===== src/rtl/seven_seg_pkg.sv =====
// Shared glyph table and constants for the seven-segment display path.
// Used by both the scanner/decoder pair and the capture side.
package seven_seg_pkg;

  localparam logic [6:0] SEG_0 = 7'h40;
  localparam logic [6:0] SEG_1 = 7'h79;
  localparam logic [6:0] SEG_2 = 7'h24;
  localparam logic [6:0] SEG_3 = 7'h30;
  localparam logic [6:0] SEG_4 = 7'h19;
  localparam logic [6:0] SEG_5 = 7'h12;
  localparam logic [6:0] SEG_6 = 7'h02;
  localparam logic [6:0] SEG_7 = 7'h78;
  localparam logic [6:0] SEG_8 = 7'h00;
  localparam logic [6:0] SEG_9 = 7'h10;
  localparam logic [6:0] SEG_A = 7'h08;
  localparam logic [6:0] SEG_B = 7'h03;
  localparam logic [6:0] SEG_C = 7'h46;
  localparam logic [6:0] SEG_D = 7'h21;
  localparam logic [6:0] SEG_E = 7'h06;
  localparam logic [6:0] SEG_F = 7'h0E;

  localparam logic [6:0] SEG_BLANK = 7'h7F;
  localparam logic [3:0] ANODE_OFF = 4'hF;

  typedef struct packed {
    logic [3:0] anode;
    logic [6:0] segs;
  } seg_pair_t;

endpackage


===== src/rtl/seg_to_hex.sv =====
// Combinational segment-pattern to hex-nibble decode.
// Exact glyph match only; the blank pattern is reported separately.
module seg_to_hex
  import seven_seg_pkg::*;
(
  input  logic [6:0] i_segs,
  output logic [3:0] o_nibble,
  output logic       o_legal,
  output logic       o_blank
);

  always_comb begin
    o_nibble = 4'h0;
    o_legal  = 1'b1;
    o_blank  = 1'b0;
    case (i_segs)
      SEG_0: o_nibble = 4'h0;
      SEG_1: o_nibble = 4'h1;
      SEG_2: o_nibble = 4'h2;
      SEG_3: o_nibble = 4'h3;
      SEG_4: o_nibble = 4'h4;
      SEG_5: o_nibble = 4'h5;
      SEG_6: o_nibble = 4'h6;
      SEG_7: o_nibble = 4'h7;
      SEG_8: o_nibble = 4'h8;
      SEG_9: o_nibble = 4'h9;
      SEG_A: o_nibble = 4'hA;
      SEG_B: o_nibble = 4'hB;
      SEG_C: o_nibble = 4'hC;
      SEG_D: o_nibble = 4'hD;
      SEG_E: o_nibble = 4'hE;
      SEG_F: o_nibble = 4'hF;
      SEG_BLANK: begin
        o_legal = 1'b0;
        o_blank = 1'b1;
      end
      default: o_legal = 1'b0;
    endcase
  end

endmodule


===== src/rtl/seven_seg_capture.sv =====
// Captures a scanned seven-segment display, filters scan glitches and
// reassembles the four digits into a 16-bit frame.
module seven_seg_capture
  import seven_seg_pkg::*;
#(
  parameter int unsigned SETTLE_CYCLES = 4
) (
  input  logic        clock,
  input  logic        reset,
  input  logic [3:0]  anode,
  input  logic [6:0]  segs,
  output logic [15:0] value,
  output logic [3:0]  blank_mask,
  output logic        frame_valid,
  output logic        seg_err,
  output logic        anode_err
);

  localparam logic [7:0] LP_SETTLE = 8'(SETTLE_CYCLES);
  localparam seg_pair_t  LP_IDLE   = '{anode: ANODE_OFF, segs: SEG_BLANK};

  seg_pair_t   r_pair;
  seg_pair_t   r_prev;
  logic [7:0]  r_cnt;
  logic [15:0] r_digits;
  logic [3:0]  r_blank;
  logic [3:0]  r_seen;

  logic        w_diff;
  logic        w_commit;
  logic [7:0]  w_cnt_nx;
  logic        w_onehot;
  logic [1:0]  w_idx;
  logic [3:0]  w_nibble;
  logic        w_legal;
  logic        w_blank;
  logic [15:0] w_digits_nx;
  logic [3:0]  w_blank_nx;
  logic [3:0]  w_seen_nx;
  logic        w_seg_err;
  logic        w_anode_err;
  logic        w_frame;

  seg_to_hex u_dec (
    .i_segs   (r_pair.segs),
    .o_nibble (w_nibble),
    .o_legal  (w_legal),
    .o_blank  (w_blank)
  );

  assign w_diff = (r_pair != r_prev);

  // Commit exactly once, on the edge the run length reaches the target.
  assign w_commit = !w_diff && (r_cnt == LP_SETTLE - 8'd1);

  always_comb begin
    w_cnt_nx = r_cnt + 8'd1;
    if (w_diff)
      w_cnt_nx = 8'd1;
    else if (r_cnt == LP_SETTLE)
      w_cnt_nx = r_cnt;
  end

  always_comb begin
    w_onehot = 1'b1;
    w_idx    = 2'd0;
    unique case (r_pair.anode)
      4'b1110: w_idx = 2'd0;
      4'b1101: w_idx = 2'd1;
      4'b1011: w_idx = 2'd2;
      4'b0111: w_idx = 2'd3;
      default: w_onehot = 1'b0;
    endcase
  end

  always_comb begin
    w_digits_nx = r_digits;
    w_blank_nx  = r_blank;
    w_seen_nx   = r_seen;
    w_seg_err   = 1'b0;
    w_anode_err = 1'b0;
    if (w_commit && r_pair.anode != ANODE_OFF) begin
      if (!w_onehot) begin
        w_anode_err = 1'b1;
      end else if (w_legal) begin
        w_digits_nx[{w_idx, 2'b00} +: 4] = w_nibble;
        w_blank_nx[w_idx] = 1'b0;
        w_seen_nx[w_idx]  = 1'b1;
      end else if (w_blank) begin
        w_digits_nx[{w_idx, 2'b00} +: 4] = 4'h0;
        w_blank_nx[w_idx] = 1'b1;
        w_seen_nx[w_idx]  = 1'b1;
      end else begin
        w_seg_err        = 1'b1;
        w_seen_nx[w_idx] = 1'b0;
      end
    end
  end

  assign w_frame = w_commit && (&w_seen_nx);

  always_ff @(posedge clock) begin
    if (!reset) begin
      r_pair      <= LP_IDLE;
      r_prev      <= LP_IDLE;
      r_cnt       <= 8'd0;
      r_digits    <= 16'h0;
      r_blank     <= 4'h0;
      r_seen      <= 4'h0;
      value       <= 16'h0;
      blank_mask  <= 4'h0;
      frame_valid <= 1'b0;
      seg_err     <= 1'b0;
      anode_err   <= 1'b0;
    end else begin
      r_pair      <= '{anode: anode, segs: segs};
      r_prev      <= r_pair;
      r_cnt       <= w_cnt_nx;
      r_digits    <= w_digits_nx;
      r_blank     <= w_blank_nx;
      frame_valid <= w_frame;
      seg_err     <= w_seg_err;
      anode_err   <= w_anode_err;
      if (w_frame) begin
        value      <= w_digits_nx;
        blank_mask <= w_blank_nx;
        r_seen     <= 4'h0;
      end else begin
        r_seen     <= w_seen_nx;
      end
    end
  end

endmodule


===== config.mk =====
export PLATFORM = sky130hd
export DESIGN_NAME = seven_seg_capture
export DESIGN_NICKNAME = d
export VERILOG_FILES = /design/src/rtl/seven_seg_pkg.sv /design/src/rtl/seg_to_hex.sv /design/src/rtl/seven_seg_capture.sv
export SDC_FILE = /design/constraint.sdc
export NUM_CORES = 1
export LEC_CHECK = 0
export ABC_AREA = 1
export CAP_MARGIN = 20
export CORE_MARGIN = 2
export CORE_UTILIZATION = 40
export CTS_BUF_LIST = sky130_fd_sc_hd__clkbuf_4 sky130_fd_sc_hd__clkbuf_8
export CTS_CLUSTER_SIZE = 25
export DETAILED_ROUTE_END_ITERATION = 10
export DONT_BUFFER_PORTS = 1
export GPL_TIMING_DRIVEN = 0
export PLACE_DENSITY_LB_ADDON = 0.05
export SYNTH_ARGS = -nofsm -noshare
export SYNTH_HDL_FRONTEND = slang
export SYNTH_HIERARCHICAL = 1
export SYNTH_SLANG_ARGS = --single-unit
export TNS_END_PERCENT = 1

===== constraint.sdc =====
create_clock -name clock -period 4.55 [get_ports clock]
set_clock_uncertainty 0.05 [all_clocks]
set_input_delay 1.365 -clock clock [delete_from_list [all_inputs] [get_ports clock]]
set_output_delay 1.365 -clock clock [all_outputs]
set_load 0.03 [all_outputs]

==> summary.md <==
| Metric | Value |
|---|---|
| Routability cong. | 0.879 |
| Pwr Total | 0.00137 W |
| Core area | 11400 um2 |
| Final hold violation count | 0 |
| Number of flops mapped to enable cells by yosys | 0 |
| Peak supply drop | 0.239 mV |
| Worst-Skew Late Latency | 370 ps |
| Ys async rst share | 0 |
| Worst R2R Start | r_pair[4]$_SDFF_PN1_ |
| Worst Slack Setup Final | roughly 1500 ps |
| Largest net degree at the start of global routing | 13 |
| Fmax | 331 MHz |
| H-tree depth | 3 |
| Worst Path Max Fanout | 10 |
| Post-Syn Nets | approximately 750 |
| Final wirelength | 12000 um |
| Final ANT Viol Nets | 0 |
| I/O Pins | 36 |
| Max-slew violations | 0 |
| Final cell count without fillers | 886 |
| DR vias/cell | about 5.0 |
| Post-Synthesis Cells | approximately 730 |
| Reg-to-Reg End | value[9]$_SDFFE_PN0P_ |
| Crit path kind | flip-flop to flip-flop |
| RSZ-0062 raised after global routing | false |
| Most frequent cells after synthesis | nand2_1 (295), dfxtp_1 (77), inv_1 (55), nor2_1 (50), nand3_1 (34) |
| Number of global-route vias before repair | 4255 |
| Mean Syn Cell Area | 6.41 um2 |
| Hold/Removal Path Class | flip-flop to flip-flop |
| Critical path data arrival time | ~3200 ps |
| Antenna violations before repair | 0 |
| Reg clk slew, reported paths | 80 ps |
| Pwr dens | about 270 nW/um2 |
| DR vias | about 4400 |
| Num CTS Buffers | 9 |
| Synth top area cells | dfxtp_1 (33%), nand2_1 (24%), nand3_2 (4.5%) |
| GRT overflow | 0 |
| Synth warn | 6 |
| Synthesis-stage register bit count | 77 |
| GRT Util Overall | 0.203 |
| TritonCTS Sinks | 77 |
| Post-DP HPWL | just over 9000 um |
| Sum Neg Setup Slack | 0 ps |
| Final Setup Violations | 0 |
| Max clock buf depth | 2 |
| Die area | between 10000 and 15000 um2 |
| Global-route wire length before repair | 20200 um |
| Num rows | 39 |
| Die Width | 112 um |
| CP required | ~4800 ps |
| Startpoint Class | flip-flop |
| Period minus WS final | a little over 3000 ps |
| Post-CTS setup buffer count | 0 |
| Drt wl/cell | 13.6 um |
| Die H | 112 um |
| ANT cells | 0 |
| Initial Utilization | 0.409 |
| Worst setup endpoint | value[9]$_SDFFE_PN0P_ |
| Yosys cell types | 35 |
| Worst Setup SP | r_pair[4]$_SDFF_PN1_ |
| Post_cts resized | 0 |
| Relative slew slack | 0.539 |
| CP Capture Type | flip-flop |
| Nets | around 760 |
| Reg2Reg Depth | 16 |
| Outcome | finished, final reports clean |
| Final worst path period share | 0.663 |
| Layout cells sized above 1 | 0.135 |
| Max cap viols | 0 |
| Area Growth Syn to Fin | 7.99% |
| Leakage | roughly 2.5 nW |
| Post-synth top area cell | dfxtp_1 |
| Post-Place Cells | 871 |
| Drt drc | 0 |
| Most frequent cell after synthesis | nand2_1 |
| Hold_buf cts | 0 |
| Syn Std Cell Area | 4670 um2 |
| CTS tree | yes |
| Tightest Pin Transition | 691 ps |
| R2R Setup Slk | between 1500 and 2000 ps |
| Worst hold slack | 449 ps |
| PortBufs | 0 |
| Seq/Total Area, Yosys | 0.330 |
| Top_reg_cell synth | dfxtp_1 |
| Drt pass-1 iters | 4 |
| Iteration-0 DRC Markers | 281 |
| Clk root buf | clkbuf_8 |
| Proportion of netlist area held by the largest area contributor | 0.330 |
| Dpl ws | 1580 ps |
[logic make-up after synthesis]
kind of cell,synth area share
XOR/XNOR,0.0169
flip-flops,0.330
AO/OA/AOI/OAI,0.0769
AND/OR/NAND/NOR,0.462
adder cells (fa/ha/maj),0.0188
buffers and inverters,0.0952
[critical path: stages (launching register included)]
cell	delay (ps)
dfxtp_1	460
nand2_1	140
nor2_2	160
nand3_1	80
nor2_1	520
clkinv_1	410
nand2_1	140
o22ai_1	70
nand2_1	80
o21ai_0	80
nand4_1	130
nand2_2	110
nor2_8	130
nand2_4	80
buf_6	160
nand3_2	60
nand2_1	50
[per-stage QoR]
step	area [um2]	utilization
after floorplan	4670	-
after global placement	4850	0.424
after detailed placement	4850	0.424
after CTS	5040	0.441
after global routing	5040	0.441
final	5040	0.441
[state kept, by name, indices dropped and copies added, names as in the netlist]
name	flops
anode_err	1
blank_mask	4
frame_valid	1
r_blank	4
r_cnt	8
r_digits	16
r_pair	11
r_prev	11
r_seen	4
seg_err	1
value	16
[report_power, final]
part	switching, W	internal, W
logic	0.000108	0.0000409
clock network	0.000256	0.000271
registers	0.0000123	0.000683
total	0.000377	0.000995
[cells in the final DEF, fill, tap and decap left out, types with 2 or more instances in the layout]
master,instances
or2_2,14
xnor2_1,7
dfxtp_1,77
clkinv_1,3
buf_1,3
o211ai_1,12
inv_2,11
nand3_1,34
nand4_1,24
nand2_2,7
clkbuf_8,10
nor2_1,50
clkbuf_1,11
clkinv_2,2
ha_1,7
nor3_1,7
inv_1,55
o21ai_0,20
a21oi_1,25
nand2_4,3
nand3_2,21
nor2_4,3
nor4_1,2
nand2_1,295
nor2_2,6
o22ai_1,4
xor2_1,2
buf_6,6
buf_4,2
buf_2,10
[layout make-up]
type,instances,area (um2)
fill,1228,6380
multi-input combinational,550,2680
sequential,77,1540
inverter,69,259
buffer,32,185
tap,143,179
clock buffer,11,145
clock inverter,4,48.8
[metal layers]
metal / GRT usage / share of wire / vias up
li1: - / - / 2331
met1: 0.244 / 0.46 / 2024
met2: 0.356 / 0.48 / 55
met3: 0.0443 / 0.036 / 15
met4: 0.0756 / 0.023 / 0
met5: 0 / 0 / -
[worst min-delay path by stage]
stage | from | to | slack, ps | cells past startpoint
2_1_floorplan | r_pair[9]$_SDFF_PN1_ | r_prev[9]$_SDFF_PN1_ | 410 | 2
5_1_grt | r_pair[9]$_SDFF_PN1_ | r_prev[9]$_SDFF_PN1_ | 480 | 2
4_1_cts | r_pair[9]$_SDFF_PN1_ | r_prev[9]$_SDFF_PN1_ | 460 | 2
3_3_place_gp | r_cnt[3]$_SDFFE_PP0P_ | r_cnt[3]$_SDFFE_PP0P_ | 440 | 2
3_5_place_dp | r_pair[9]$_SDFF_PN1_ | r_prev[9]$_SDFF_PN1_ | 440 | 2
6_report | r_pair[9]$_SDFF_PN1_ | r_prev[9]$_SDFF_PN1_ | 450 | 2
Power figures use the tool's default switching activity.
